--- config.mk ---
export PLATFORM = sky130hd
export DESIGN_NAME = cache_fill_controller
export DESIGN_NICKNAME = d
export VERILOG_FILES = /design/src/rtl/cache_fill_controller.sv
export SDC_FILE = /design/constraint.sdc
export NUM_CORES = 1
export LEC_CHECK = 0
export BUFFER_PORTS_ARGS = -buffer_cell sky130_fd_sc_hd__buf_2
export CORE_ASPECT_RATIO = 0.7
export CORE_MARGIN = 2
export CORE_UTILIZATION = 46
export CTS_BUF_LIST = sky130_fd_sc_hd__clkbuf_8
export CTS_CLUSTER_DIAMETER = 150
export DETAILED_ROUTE_END_ITERATION = 7
export PLACE_DENSITY_LB_ADDON = 0.25
export SLEW_MARGIN = 20
export SYNTH_ARGS = -nofsm -noshare
export SYNTH_HDL_FRONTEND = slang
export SYNTH_SLANG_ARGS = --single-unit
--- constraint.sdc ---
create_clock -name i_clock -period 2.85 [get_ports i_clock]
set_input_delay 0.285 -clock i_clock [delete_from_list [all_inputs] [get_ports i_clock]]
set_output_delay 0.285 -clock i_clock [all_outputs]
set_load 0.05 [all_outputs]
--- src/rtl/cache_fill_controller.sv ---
// Fill controller for one direct-mapped read-cache set.
// Hits return set data combinationally. Misses fetch the word from memory,
// write it into the set and forward it to the CPU in the same WRITE cycle.
// The whole set is invalidated after reset and on a flush request.
module cache_fill_controller #(
    parameter  int DATA_WIDTH  = 32,
    parameter  int TAG_WIDTH   = 3,
    parameter  int INDEX_WIDTH = 5,
    localparam int ADDR_WIDTH  = TAG_WIDTH + INDEX_WIDTH + 2
) (
    input  logic                   i_clock,
    input  logic                   i_reset,
    input  logic                   i_rd,
    input  logic [ADDR_WIDTH-1:0]  i_addr,
    input  logic                   i_flush,
    output logic [DATA_WIDTH-1:0]  o_data,
    output logic                   o_valid,
    output logic                   o_busy,
    output logic [INDEX_WIDTH-1:0] o_set_index,
    output logic [TAG_WIDTH-1:0]   o_set_tag,
    output logic [DATA_WIDTH-1:0]  o_set_data,
    output logic                   o_set_wr,
    output logic                   o_set_cl,
    input  logic [DATA_WIDTH-1:0]  i_set_data,
    input  logic                   i_set_hit,
    output logic [ADDR_WIDTH-1:0]  o_mem_addr,
    output logic                   o_mem_rd,
    input  logic [DATA_WIDTH-1:0]  i_mem_data,
    input  logic                   i_mem_ready
);

    typedef enum logic [2:0] {
        INIT,
        IDLE,
        FILL,
        WRITE,
        FLUSH
    } state_t;

    localparam logic [INDEX_WIDTH-1:0] LAST_INDEX = {INDEX_WIDTH{1'b1}};

    state_t                 state_q, state_d;
    logic [INDEX_WIDTH-1:0] counter_q, counter_d;
    logic                   flush_pending_q, flush_pending_d;
    logic [ADDR_WIDTH-1:0]  addr_q;
    logic [DATA_WIDTH-1:0]  data_q;
    logic                   addr_load;
    logic                   data_load;

    // Control state: FSM, invalidate counter and deferred flush request.
    always_ff @(posedge i_clock or posedge i_reset) begin
        if (i_reset) begin
            state_q         <= INIT;
            counter_q       <= '0;
            flush_pending_q <= 1'b0;
        end else begin
            state_q         <= state_d;
            counter_q       <= counter_d;
            flush_pending_q <= flush_pending_d;
        end
    end

    // Miss address and fetched word; only consumed after being loaded in this request.
    always_ff @(posedge i_clock) begin
        if (addr_load) begin
            addr_q <= i_addr;
        end
        if (data_load) begin
            data_q <= i_mem_data;
        end
    end

    // Next-state logic and all outputs.
    always_comb begin
        state_d         = state_q;
        counter_d       = counter_q;
        flush_pending_d = flush_pending_q;
        addr_load       = 1'b0;
        data_load       = 1'b0;
        o_data          = '0;
        o_valid         = 1'b0;
        o_busy          = 1'b1;
        o_set_index     = '0;
        o_set_tag       = '0;
        o_set_data      = '0;
        o_set_wr        = 1'b0;
        o_set_cl        = 1'b0;
        o_mem_addr      = {addr_q[ADDR_WIDTH-1:2], 2'b00};
        o_mem_rd        = 1'b0;

        unique case (state_q)
            INIT, FLUSH: begin
                // Walk every line of the set, one invalidate per cycle.
                o_set_cl    = 1'b1;
                o_set_index = counter_q;
                counter_d   = counter_q + INDEX_WIDTH'(1);
                if (counter_q == LAST_INDEX) begin
                    counter_d       = '0;
                    flush_pending_d = 1'b0;
                    state_d         = IDLE;
                end
            end
            IDLE: begin
                o_busy      = 1'b0;
                o_set_index = i_addr[INDEX_WIDTH+1:2];
                o_set_tag   = i_addr[ADDR_WIDTH-1:INDEX_WIDTH+2];
                if (flush_pending_q || i_flush) begin
                    state_d = FLUSH;
                end else if (i_rd && i_set_hit) begin
                    o_valid = 1'b1;
                    o_data  = i_set_data;
                end else if (i_rd) begin
                    addr_load = 1'b1;
                    state_d   = FILL;
                end
            end
            FILL: begin
                o_mem_rd = 1'b1;
                if (i_flush) begin
                    flush_pending_d = 1'b1;
                end
                if (i_mem_ready) begin
                    data_load = 1'b1;
                    state_d   = WRITE;
                end
            end
            WRITE: begin
                // Install the fetched line and complete the CPU read together.
                o_set_wr    = 1'b1;
                o_set_index = addr_q[INDEX_WIDTH+1:2];
                o_set_tag   = addr_q[ADDR_WIDTH-1:INDEX_WIDTH+2];
                o_set_data  = data_q;
                o_valid     = 1'b1;
                o_data      = data_q;
                // A flush requested during the fill starts right after this cycle.
                if (flush_pending_q || i_flush) begin
                    flush_pending_d = 1'b1;
                    state_d         = FLUSH;
                end else begin
                    state_d = IDLE;
                end
            end
            default: begin
                state_d = INIT;
            end
        endcase
    end

endmodule

==> results.json <==
{
  "p_int_mw": 1.139,
  "relSlewSlack_pct": 61.50,
  "finalCritPeriodShare_pct": 81.49,
  "cts_made_buffers": 5,
  "grt_pass1_vias": 1958,
  "grt_pass1_wl_mm": 9.535,
  "num_vias": 2177,
  "synth_warnings": 0,
  "setup_tns_ps": 0,
  "fin_total_pwr_mw": 1.715,
  "finalHoldViolCount": 0,
  "peakVddDrop_uv": 302.4,
  "startpoint_type": "flip-flop",
  "p_per_area_nw_per_um2": 509.1,
  "wl_mm": 6.168,
  "ys_seq_area_share_pct": 57.69,
  "cts_tree": "yes",
  "worstSetupPathType": "flip-flop to primary output",
  "cts_resized": 0,
  "status": "finished, final reports clean",
  "htree_levels": 2,
  "switchingPower_mw": 0.5754,
  "wl_per_cell_um": 14.51,
  "grt-ovfl-total": 0,
  "crit_arrival_ps": 2040,
  "tightest_slew_ps": 577.5,
  "p_leak_nw": 1.744,
  "finalNonFillerCells": 425,
  "synth_edf_count": 40,
  "io-pin-count": 167,
  "clock.fmax_mhz": 430.6,
  "row_count": 22,
  "switching_share_pct": 33.56,
  "hold_slack_ps": 163.4,
  "antenna_found_initial": 0,
  "cts_root_buffer": "clkbuf_8",
  "start_util_pct": 47.52,
  "syn_avg_cell_area_um2": 12.68,
  "dp.final_hpwl_mm": 4.574,
  "fin_util_pct": 64.74,
  "grt_start_max_net_pins": 43,
  "clock-sinks": 49,
  "post_dp_cell_area_um2": 3277,
  "worst_slack_ps": 527.6,
  "async_flop_share_pct": 18.37,
  "yosysUniqueCellTypes": 34,
  "clk_path_buf_depth": 2,
  "clock_latency_ps": 290,
  "viasPerCell": 5.122,
  "insertedDiodeCount": 0,
  "drive_gt1_share_pct": 52.41,
  "ant_nets": 0,
  "min_period_ps": 2322,
  "final_area_um2": 3368,
  "power_frac_comb_pct": 25.9,
  "fin_skew_ps": 2.652,
  "synth_seq_cells": 49,
  "die_h_um": 65.34,
  "worst_hold_path_type": "input port to flip-flop",
  "syn2layout_area_growth_pct": 36.23,
  "die_w_um": 91.63,
  "syn_area_um2": 2472,
  "cp-end-kind": "primary output",
  "gp_congestion": 0.7533,
  "final_nets": 434,
  "synthFlopType": "edfxtp_1",
  "grt_util_all_layers_pct": 20.21,
  "post-place-ws_ps": 819.3,
  "coreArea_um2": 5202,
  "dr.pass1.iters": 4,
  "drv_cap": 0,
  "port_buffers": 162,
  "post-route-drc-count": 0,
  "setup-violations-final": 0,
  "drtIter0Drc": 88,
  "synthCells": 195,
  "cp_max_fo": 33,
  "p_clk_share_pct": 22.6,
  "sequentialPowerShare_pct": 51.5,
  "die_area_um2": 5986,
  "final-max-slew-violation-count": 0,
  "clk_pin_slew_ps": 90,
  "rsz0062_at_grt": "no",
  "crit_required_ps": 2570,
  "placedCellCount": 416,
  "layout_common_cells": "buf_2 (162), edfxtp_1 (40), and3_1 (31)",
  "final_common_cell": "buf_2"
}
-- critical path, cell delays in order, from the launching register on --
cell and delay (ps):
dfrtp_1 600, and4b_1 340, buf_4 330, a31o_1 200, buf_2 260
-- what timing repair did --
action | in CTS | in global routing
endpoints found under the hold margin | 9 | 0
setup buffers | 0 | 0
hold buffers | 1 | 0
-- cells in the mapped netlist (5+ instances only) --
library cell  number  area share (%)
edfxtp_1          40              49
and3_1            31             7.8
a31o_1            29              10
dfrtp_1            9             9.1
nand2_1            9             1.4
mux2i_1            8             3.2
o21ai_0            8             1.6
buf_4              7             2.1
buf_2              5             1.0
buf_6              5             2.3
nor2_1             5            0.76
-- sequential cells by signal, summed over array words and instances (netlist names) --
signal	cells
addr_q	8
counter_q	5
data_q	32
flush_pending_q	1
state_q	3
-- metal layers --
metal | vias up | part of all wire [%] | global-route usage (%)
met5 | - | 0 | 0
met4 | 0 | 0.41 | 4.356
met3 | 2 | 7.2 | 4.358
met2 | 100 | 49 | 35.39
met1 | 1018 | 44 | 26.13
li1 | 1057 | - | -
-- final timing paths --
| check | from | endpoint | slack (ps) | depth (start not counted) |
|---|---|---|---|---|
| worst max-delay path | state_q[1]$_DFFE_PP0P_ | o_data[5] | 530 | 4 |
| worst min-delay path | i_mem_data[8] | data_q[8]$_DFFE_PP_ | 160 | 1 |
| worst max register to register | state_q[1]$_DFFE_PP0P_ | data_q[30]$_DFFE_PP_ | 760 | 4 |
| worst min register to register | counter_q[3]$_DFFE_PP0P_ | counter_q[3]$_DFFE_PP0P_ | 510 | 1 |
| max in group asynchronous | i_reset | counter_q[1]$_DFFE_PP0P_ | 2100 | 3 |
| min in group asynchronous | i_reset | counter_q[4]$_DFFE_PP0P_ | 500 | 3 |
-- layout make-up --
cell class | instances | area (µm²)
Clock buffer | 5 | 68.82
Tap cell | 72 | 90.09
Fill cell | 443 | 1834
Inverter | 1 | 3.754
Clock inverter | 3 | 12.51
Sequential cell | 49 | 1426
Multi-Input combinational cell | 126 | 900.9
Timing Repair Buffer | 169 | 865.8
-- kinds of logic (layout without fill, tap and decap cells) --
logic type               after synthesis  count (layout)  share of synthesized area, %
AO/OA/AOI/OAI                         49              49                         15.18
adder cells (fa/ha/maj)                2               2                         1.012
buffers and inverters                 21             178                         6.022
flip-flops                            49              49                         57.69
multiplexers                          10              10                         4.150
other                                  1               2                        0.1517
AND/OR/NAND/NOR                       63              63                         15.79
-- power groups by stage --
stage | clock network, mW | logic, mW | registers [mW]
4_1_cts | 0.398 | 0.450 | 0.884
3_3_place_gp | 0 | 0.437 | 0.895
3_5_place_dp | 0 | 0.448 | 0.897
6_report | 0.388 | 0.444 | 0.883
5_1_grt | 0.429 | 0.487 | 0.891
2_1_floorplan | 0 | 0.337 | 0.881
Note: power is estimated with default switching activity, not from simulation.
